### src/rtl/if_prefetch_pkg.sv
// Shared constants for the instruction-fetch front end.
package if_prefetch_pkg;

    localparam int unsigned DEF_ADDR_W     = 32;
    localparam int unsigned DEF_INST_W     = 32;
    localparam int unsigned DEF_FIFO_DEPTH = 4;
    localparam logic [31:0] DEF_RESET_PC   = 32'h0000_0000;
    localparam int unsigned PC_STEP        = 4;

endpackage

### src/rtl/if_prefetch_fetch_fifo.sv
// Show-ahead synchronous FIFO: the head entry is readable combinationally from storage.
module fetch_fifo #(
    parameter int unsigned WIDTH = 64,
    parameter int unsigned DEPTH = 4
) (
    input  logic                           clk,
    input  logic                           rst,
    input  logic                           push,
    input  logic                           pop,
    input  logic                           flush,
    input  logic [WIDTH-1:0]               din,
    output logic [WIDTH-1:0]               dout,
    output logic                           full,
    output logic                           empty,
    output logic [$clog2(DEPTH+1)-1:0]     count
);

    localparam int unsigned CW = $clog2(DEPTH + 1);
    localparam int unsigned PW = (DEPTH > 1) ? $clog2(DEPTH) : 1;

    logic [WIDTH-1:0] mem [DEPTH];
    logic [PW-1:0]    wr_ptr;
    logic [PW-1:0]    rd_ptr;
    logic             do_push;
    logic             do_pop;

    assign empty   = (count == '0);
    assign full    = (count == CW'(DEPTH));
    assign do_pop  = pop & ~empty & ~flush;
    // A pop frees the slot in the same edge, so push into a full queue is legal only with pop.
    assign do_push = push & (~full | do_pop) & ~flush;
    assign dout    = mem[rd_ptr];

    always_ff @(posedge clk or posedge rst) begin
        if (rst) begin
            wr_ptr <= '0;
            rd_ptr <= '0;
            count  <= '0;
        end else if (flush) begin
            wr_ptr <= '0;
            rd_ptr <= '0;
            count  <= '0;
        end else begin
            if (do_push) wr_ptr <= wr_ptr + PW'(1);
            if (do_pop)  rd_ptr <= rd_ptr + PW'(1);
            count <= count + CW'(do_push) - CW'(do_pop);
        end
    end

    always_ff @(posedge clk) begin
        if (do_push) mem[wr_ptr] <= din;
    end

endmodule

### src/rtl/if_prefetch.sv
// Instruction-fetch front end: PC generator, single-outstanding ROM request and
// show-ahead prefetch queue with ID-side backpressure and branch redirect flush.
module if_prefetch
    import if_prefetch_pkg::*;
#(
    parameter int unsigned        ADDR_W     = DEF_ADDR_W,
    parameter int unsigned        INST_W     = DEF_INST_W,
    parameter int unsigned        FIFO_DEPTH = DEF_FIFO_DEPTH,
    parameter logic [ADDR_W-1:0]  RESET_PC   = ADDR_W'(DEF_RESET_PC)
) (
    input  logic                              clk,
    input  logic                              rst,
    output logic                              rom_ce_o,
    output logic [ADDR_W-1:0]                 rom_addr_o,
    input  logic [INST_W-1:0]                 rom_data_i,
    input  logic                              redirect_i,
    input  logic [ADDR_W-1:0]                 redirect_pc_i,
    input  logic                              id_ready_i,
    output logic                              id_valid_o,
    output logic [ADDR_W-1:0]                 id_pc_o,
    output logic [INST_W-1:0]                 id_inst_o,
    output logic [$clog2(FIFO_DEPTH+1)-1:0]   fifo_count_o
);

    localparam int unsigned CW = $clog2(FIFO_DEPTH + 1);
    localparam int unsigned EW = ADDR_W + INST_W;

    logic [ADDR_W-1:0] pc;
    logic [ADDR_W-1:0] inflight_pc;
    logic              inflight;
    logic              issue;
    logic              push;
    logic              pop;
    logic [CW:0]       credit_used;
    logic [EW-1:0]     head;
    logic              fifo_empty;
    logic              unused_fifo_full;
    logic              unused_redirect_lsb;

    assign unused_redirect_lsb = ^redirect_pc_i[1:0];

    // Credit counts the in-flight fetch as occupied; id_ready_i never reaches rom_ce_o.
    assign credit_used = {1'b0, fifo_count_o} + (CW+1)'(inflight);
    assign issue       = ~rst & ~redirect_i & (credit_used < (CW+1)'(FIFO_DEPTH));
    assign rom_ce_o    = issue;
    assign rom_addr_o  = pc;

    assign push = inflight & ~redirect_i;
    assign pop  = id_valid_o & id_ready_i & ~redirect_i;

    always_ff @(posedge clk or posedge rst) begin
        if (rst) begin
            pc          <= RESET_PC;
            inflight    <= 1'b0;
            inflight_pc <= '0;
        end else begin
            inflight <= issue;
            if (issue) inflight_pc <= pc;
            if (redirect_i)
                pc <= {redirect_pc_i[ADDR_W-1:2], 2'b00};
            else if (issue)
                pc <= pc + ADDR_W'(PC_STEP);
        end
    end

    fetch_fifo #(
        .WIDTH (EW),
        .DEPTH (FIFO_DEPTH)
    ) u_fetch_fifo (
        .clk   (clk),
        .rst   (rst),
        .push  (push),
        .pop   (pop),
        .flush (redirect_i),
        .din   ({inflight_pc, rom_data_i}),
        .dout  (head),
        .full  (unused_fifo_full),
        .empty (fifo_empty),
        .count (fifo_count_o)
    );

    assign id_valid_o = ~fifo_empty;
    assign id_pc_o    = id_valid_o ? head[EW-1:INST_W] : '0;
    assign id_inst_o  = id_valid_o ? head[INST_W-1:0]  : '0;

endmodule

### config.mk
export PLATFORM = sky130hd
export DESIGN_NAME = if_prefetch
export DESIGN_NICKNAME = d
export VERILOG_FILES = /design/src/rtl/if_prefetch_pkg.sv /design/src/rtl/if_prefetch_fetch_fifo.sv /design/src/rtl/if_prefetch.sv
export SDC_FILE = /design/constraint.sdc
export NUM_CORES = 1
export LEC_CHECK = 0
export BUFFER_PORTS_ARGS = -buffer_cell sky130_fd_sc_hd__buf_2
export CAP_MARGIN = 15
export CORE_UTILIZATION = 40
export CTS_CLUSTER_DIAMETER = 50
export CTS_CLUSTER_SIZE = 40
export DETAILED_ROUTE_END_ITERATION = 10
export MAX_ROUTING_LAYER = met4
export PLACE_DENSITY = 0.72
export SYNTH_ARGS = -nofsm -noshare
export SYNTH_HDL_FRONTEND = slang
export SYNTH_SLANG_ARGS = --single-unit
### constraint.sdc
create_clock -name clk -period 2.62 [get_ports clk]
set_input_delay 0.524 -clock clk [delete_from_list [all_inputs] [get_ports clk]]
set_output_delay 0.524 -clock clk [all_outputs]
set_load 0.05 [all_outputs]
### After elaboration in Yosys (flattened, before gate mapping)

Memory sizes are Yosys's and may differ from the RTL's.
Cells that the tools add are included.

* RAM bits: 256
* output and inout port bits: 101
* logic and storage cells: 44
* register bits: 72
* bits of input ports: 68
* memories kept: 1

* muxes and demuxes: 11
* magnitude comparators: 1
* $add $sub $neg: 6
* equality and inequality tests: 1
* bitwise logic cells: 14
* reduce and logical (&&, ||, !) cells: 4

Memories
* u_fetch_fifo.mem: depth 4, bits a word 64, read ports 1, clocked after Yosys merged registers in 0, wr ports 1, RTL line if_prefetch_fetch_fifo.sv:21 `logic [WIDTH-1:0] mem [DEPTH];`

Operators with widths (number)
* two-way mux 32 bit: 4
* adder 32 x 3 -> 32 bit (second input constant): 1
* AND 1 bit: 9
* two-way mux 2 bit: 4
* nonzero test 2 bit: 3
* adder 2 x 1 -> 2 bit (second input constant): 2
* adder 3 x 1 -> 4 bit: 1
* < comparator 4 x 3 -> 1 bit (second input constant): 1
* NOT 1 bit: 4
* adder 3 x 1 -> 3 bit: 1
* == test 3 bit (second input constant): 1
* zero test 3 bit: 1
* two-way mux 3 bit: 1
* subtractor 3 x 1 -> 3 bit: 1
* two-way mux 1 bit: 2
* OR 1 bit: 1

### Depth between registers and ports, before layout

* word-level depth: 12
* depth in mapped cells: 11

### Modules after synthesis

From an unflattened synthesis, not the netlist that was laid out.

* cell total of the unflattened synthesis: 789
* area, all modules: 13120.1 sq um

Modules (own cells, without submodules)
* fetch_fifo: instances 1, sequential area each 7862.5 sq um, cells an instance 384, area an instance 9724.3 sq um
* if_prefetch: instances 1, sequential area each 1526.5 sq um, cells an instance 405, area an instance 3395.8 sq um

### Worst setup path before layout

OpenSTA, ideal clock, no wires.

* path kind: register to register
* start: register u_fetch_fifo.count[1]
* end: memory u_fetch_fifo.mem[0][0] (enable)
* stages on the path, launching flop included: 5
* data required time: 2.194 ns
* setup time: 0.426 ns
* clock period less this slack: 3.200 ns
* arrival time: 2.773 ns
* slack: -0.580 ns
* cell sequence: dfrtp_1 -> or4b_1 -> and3_1 -> clkbuf_1 -> and2_1

* cells in the longest elaborated chain, start to end: 11
* elaborated cells between the ends (all ways): 13

RTL lines
* start, declared: RTL line if_prefetch_fetch_fifo.sv:15 `output logic [$clog2(DEPTH+1)-1:0] count`
* start signal, assigned: RTL line if_prefetch_fetch_fifo.sv:46 `count <= count + CW'(do_push) - CW'(do_pop);`
* zero test 3 bit: RTL line if_prefetch_fetch_fifo.sv:27 `assign empty = (count == '0);`
* NOT 1 bit: RTL line if_prefetch_fetch_fifo.sv:29, if_prefetch.sv:82
* AND 1 bit (2 in series): RTL line if_prefetch.sv:49 `assign pop = id_valid_o & id_ready_i & ~redirect_i;`
* AND 1 bit (2 in series): RTL line if_prefetch_fetch_fifo.sv:29 `assign do_pop = pop & ~empty & ~flush;`
* OR 1 bit (*): RTL line if_prefetch_fetch_fifo.sv:31 `assign do_push = push & (~full | do_pop) & ~flush;`
* AND 1 bit (*) (2 in series): RTL line if_prefetch_fetch_fifo.sv:31
* two-way mux 1 bit (*): RTL line if_prefetch_fetch_fifo.sv:51 `if (do_push) mem[wr_ptr] <= din;`
* two-way mux 1 bit (implied by the code) (*): RTL line if_prefetch_fetch_fifo.sv:51
* end, declared: RTL line if_prefetch_fetch_fifo.sv:21

Mark *: on every way between the ends. The rest lies on a longest branch, timed or not.

### Final worst setup path

* start: register u_fetch_fifo.rd_ptr[0]
* end: output id_pc_o[31]

* cells in the longest elaborated chain, start to end: 2

RTL lines
* start, declared: RTL line if_prefetch_fetch_fifo.sv:23 `logic [PW-1:0] rd_ptr;`
* start signal, assigned: RTL line if_prefetch_fetch_fifo.sv:45 `if (do_pop) rd_ptr <= rd_ptr + PW'(1);`
* memory read (4 x 64 bit)
* two-way mux 32 bit: RTL line if_prefetch.sv:83 `assign id_pc_o = id_valid_o ? head[EW-1:INST_W] : '0;`
* end, declared: RTL line if_prefetch.sv:20 `output logic [ADDR_W-1:0] id_pc_o,`

Every way passes these cells.

==> impl_metrics.json <==
{
  "internal-power_mw": 11.39,
  "detail_route.drc_violations": 0,
  "drt_first_pass_iters": 7,
  "fin_crit_sh_pct": 102.8,
  "worstSetupEndpointType": "output pin",
  "std_cell_rows": 65,
  "antenna_violating_nets_post_route": 0,
  "grt_first_pass_wirelength_um": 44130,
  "tightestPinTransition_ns": 1.051,
  "critical_path.startpoint": "u_fetch_fifo.rd_ptr[0]$_DFFE_PP0P_",
  "critPathSlowestCell": "sky130_fd_sc_hd__mux4_2",
  "yosys.cell_count.top_type": "sky130_fd_sc_hd__edfxtp_1",
  "critical_path.top_delay_family": "multiplexers",
  "synth_cells": 775,
  "share_comb_of_total_power_pct": 39.4,
  "reg2reg_from": "u_fetch_fifo.count[1]$_DFF_PP0_",
  "worst_ir_drop_vdd_v": 0.0005567,
  "start_util_pct": 40.55,
  "postLayoutCoreUtil_pct": 51.30,
  "routed_wire_length_per_instance_um": 20.66,
  "path_depth": 5,
  "areal_power_density_over_the_cells_nw_per_um2": 1105,
  "netlist-cell-type-count": 51,
  "maximum_number_of_pins_on_one_net_before_global_route_repair": 63,
  "synth_top_area_cell": "sky130_fd_sc_hd__edfxtp_1",
  "synth-warning-count": 0,
  "clock_insertion_delay_worst_skew_ns": 0.55,
  "worstPathMaxFanout": 7,
  "timing.critical_path.to": "id_pc_o[31]",
  "yosys-top-cells-count": "248 x sky130_fd_sc_hd__edfxtp_1, 131 x sky130_fd_sc_hd__nand2_1, 68 x sky130_fd_sc_hd__dfrtp_1",
  "power_switching_mw": 6.462,
  "post-route-worst-setup-slack_ns": -0.07374,
  "slew_headroom_pct": 29.94,
  "violated_checks": "setup timing",
  "multiInputGateArea_sq_um": 3586,
  "fmaxAchievable_mhz": 371.2,
  "p_sw_share_pct": 36.20,
  "area.sequential_sq_um": 9159,
  "drive_gt1_share_pct": 40.38,
  "path_common_cell": "sky130_fd_sc_hd__buf_6",
  "initial_antenna_violation_count": 3,
  "synth_area_leaders": "sky130_fd_sc_hd__edfxtp_1 58%, sky130_fd_sc_hd__dfrtp_1 13%, sky130_fd_sc_hd__mux4_2 11%",
  "port_buffers": 162,
  "ioPinCount": 169,
  "cap_viol_max_count": 0,
  "finalCriticalPeriod_ns": 2.694,
  "floorplan.die_area_sq_um": 32620,
  "drtIter0Drc": 531,
  "reg2reg_depth": 11,
  "clk_transition_reported_paths_ns": 0.08,
  "worst-endpoint-arrival_ns": 2.17,
  "tritoncts_num_sinks": 316,
  "hold_viol": 0,
  "core_sq_um": 31470,
  "grt_pass1_vias": 7442,
  "synth_edf_count": 248,
  "n_fill_cell": 2484,
  "count_of_final_max_slew_check_failures": 0,
  "syn_area_sq_um": 12760,
  "count_of_endpoints_failing_setup_in_the_final_report": 63,
  "timing.clock.skew_ns": 0.01946,
  "worst_path_cell_trace": "buf_6 > buf_16 > mux4_2 > and2_4 > buf_6",
  "detailroute.via_count": 7447,
  "cts_buffers": 29,
  "critical_path_buf_inv_count": 3,
  "main_flop_type_after_synthesis": "sky130_fd_sc_hd__edfxtp_1",
  "placed_cell_area_sq_um": 14140,
  "clock_tree_from_tritoncts": "built",
  "synth.ff_latch_count": 316,
  "clock_tree.buffer_depth": 3,
  "cts_root_buffer": "sky130_fd_sc_hd__clkbuf_16",
  "final_net_count": 1047,
  "clock_power_share_pct": 25.4,
  "critical_path.startpoint_type": "flip-flop",
  "globalRouteTotalUtil_pct": 18.35,
  "yosysSeqAreaShare_pct": 71.69,
  "gp_congestion": 0.8230,
  "timing.rr.end": "u_fetch_fifo.count[2]$_DFF_PP0_",
  "wirelength_um": 28880,
  "pwr-share-seq_pct": 35.2,
  "global_route.overflow_total": 0,
  "die_width_um": 180.6,
  "area_delta_synth_final_pct": 26.52,
  "async_reset_ff_share_pct": 21.52,
  "rsz0062_at_grt": "true",
  "drt-vias-per-instance": 5.327,
  "regToRegSetupSlack_ns": 0.13,
  "place_hpwl_um": 16430,
  "cts.htree.levels": 1,
  "synth_top_area_share_pct": 58.35,
  "cp_slowest_stage_delay_ns": 0.57,
  "die_height_um": 180.6,
  "hold_path.class": "input port to async pin",
  "worst-endpoint-required_ns": 2.10,
  "totalPowerFinal_mw": 17.85,
  "total_leakage_power_nw": 5.999,
  "run_status": "finished, violations left",
  "design_area_sq_um": 16150,
  "post_synth.cell_area_avg_sq_um": 16.47,
  "dpl_worst_slack_ns": 0.1612,
  "crit_type": "flip-flop to output pin"
}
-- worst min-delay path by stage --
| stage | from | end | depth (start not counted) |
|---|---|---|---|
| 2_1_floorplan | inflight_pc[2]$_DFFE_PP0P_ | u_fetch_fifo.mem[0][34]$_DFFE_PP_ | 0 |
| 3_3_place_gp | inflight_pc[13]$_DFFE_PP0P_ | u_fetch_fifo.mem[2][45]$_DFFE_PP_ | 0 |
| 3_5_place_dp | inflight_pc[27]$_DFFE_PP0P_ | u_fetch_fifo.mem[1][59]$_DFFE_PP_ | 0 |
| 4_1_cts | rst | rom_addr_o[28]$_DFFE_PP0N_ | 3 |
| 5_1_grt | rst | inflight_pc[12]$_DFFE_PP0P_ | 3 |
| 6_report | rst | rom_addr_o[13]$_DFFE_PP0N_ | 3 |
-- cells by family (layout without fill, tap and decap cells) --
family                   after synthesis  after routing  share of synthesized area [%]
AO/OA/AOI/OAI                         49             49                          2.882
XOR/XNOR                               9              9                         0.6177
adder cells (fa/ha/maj)                9              9                         0.9412
buffers and inverters                 52            267                          1.755
flip-flops                           316            316                          71.69
multiplexers                          64             64                          11.10
other                                  1              7                        0.02938
AND/OR/NAND/NOR                      275            275                          10.99
-- power groups by stage --
| stage | registers (mW) | clock network, mW | logic (mW) |
|---|---|---|---|
| 3_3_place_gp | 6.37 | 0 | 5.09 |
| 2_1_floorplan | 6.48 | 0 | 3.68 |
| 6_report | 6.29 | 4.53 | 7.03 |
| 5_1_grt | 6.34 | 4.82 | 7.39 |
| 4_1_cts | 6.29 | 4.64 | 7.04 |
| 3_5_place_dp | 6.41 | 0 | 5.13 |
-- flip-flops by register name, summed over array words and instances, names as in the netlist --
| signal | flops |
|---|---|
| inflight | 1 |
| inflight_pc | 30 |
| rom_addr_o | 30 |
| u_fetch_fifo.count | 3 |
| u_fetch_fifo.mem | 248 |
| u_fetch_fifo.rd_ptr | 2 |
| u_fetch_fifo.wr_ptr | 2 |
-- tightest hold or removal path: stages --
cell                     delay [ns]
sky130_fd_sc_hd__buf_2         0.13
sky130_fd_sc_hd__inv_2         0.08
sky130_fd_sc_hd__buf_12        0.23
-- routing by layer --
layer / part of all wire [%] / vias up / GRT usage (%)
met3: 5.7 / 51 / 3.092
li1: - / 3354 / -
met4: 2.5 / 0 / 4.718
met2: 50 / 286 / 29.96
met5: 0 / - / -
met1: 42 / 3756 / 23.88
-- per-stage QoR --
stage | TNS, ns | hold slack, ns | instances
CTS | -6.069 | 0.01949 | 1390
finish | -2.352 | 0.03242 | 1398
detailed placement | 0 | 0.5099 | 1318
global route | -6.230 | 0.03662 | 1398
global placement | 0 | 0.4954 | 1318
floorplan | 0 | 0.4758 | 778
-- area by class of cell --
cell class	count	area share [%]
diodes	3	0.04649
clock buffers	30	4.518
clock inverters	24	1.999
inverters	10	0.2325
multi-input cells	410	22.21
flip-flops and latches	316	56.72
well taps	402	3.115
repair buffers	203	11.16
-- placed cells by master, fill, tap and decap left out, types with 3 or more instances in the layout --
cell                        netlist  final
sky130_fd_sc_hd__and2_4           0     66
sky130_fd_sc_hd__buf_12           0     12
sky130_fd_sc_hd__buf_16           0      4
sky130_fd_sc_hd__buf_2           11     99
sky130_fd_sc_hd__buf_4            4     21
sky130_fd_sc_hd__buf_6            0     58
sky130_fd_sc_hd__buf_8            0      8
sky130_fd_sc_hd__bufinv_16        0      3
sky130_fd_sc_hd__clkbuf_16        0     30
sky130_fd_sc_hd__clkinv_1         1      3
sky130_fd_sc_hd__clkinv_8         0      4
sky130_fd_sc_hd__conb_1           1      4
sky130_fd_sc_hd__dfrtp_1         68     64
sky130_fd_sc_hd__diode_2          0      3
sky130_fd_sc_hd__edfxtp_1       248    248
sky130_fd_sc_hd__ha_1             8      7
sky130_fd_sc_hd__inv_1            9      7
sky130_fd_sc_hd__inv_6            0      5
sky130_fd_sc_hd__inv_8            0      6
sky130_fd_sc_hd__mux4_2          62     62
sky130_fd_sc_hd__nand2_1        131    130
sky130_fd_sc_hd__nand3_1         26     26
sky130_fd_sc_hd__nand4_1          7      7
sky130_fd_sc_hd__nor2_1          11     11
sky130_fd_sc_hd__nor3_1           3      3
sky130_fd_sc_hd__o211ai_1        19     19
sky130_fd_sc_hd__o21ai_0          9      9
sky130_fd_sc_hd__o311ai_1         4      4
sky130_fd_sc_hd__or3_1            6      5
sky130_fd_sc_hd__or4_1            8      8
sky130_fd_sc_hd__xnor2_1          3      3
sky130_fd_sc_hd__xor2_1           6      6
-- what timing repair did --
| item | in CTS | in global routing |
|---|---|---|
| gates resized for setup | 203 | 12 |
| hold buffers | 0 | 0 |
| gates cloned | 6 | 1 |
| pin swaps | 8 | 4 |
| endpoints found under the setup margin | 64 | 63 |
| hold endpoints to repair | 0 | 0 |
| setup buffers | 12 | 8 |
Note: power is estimated with default switching activity, not from simulation.
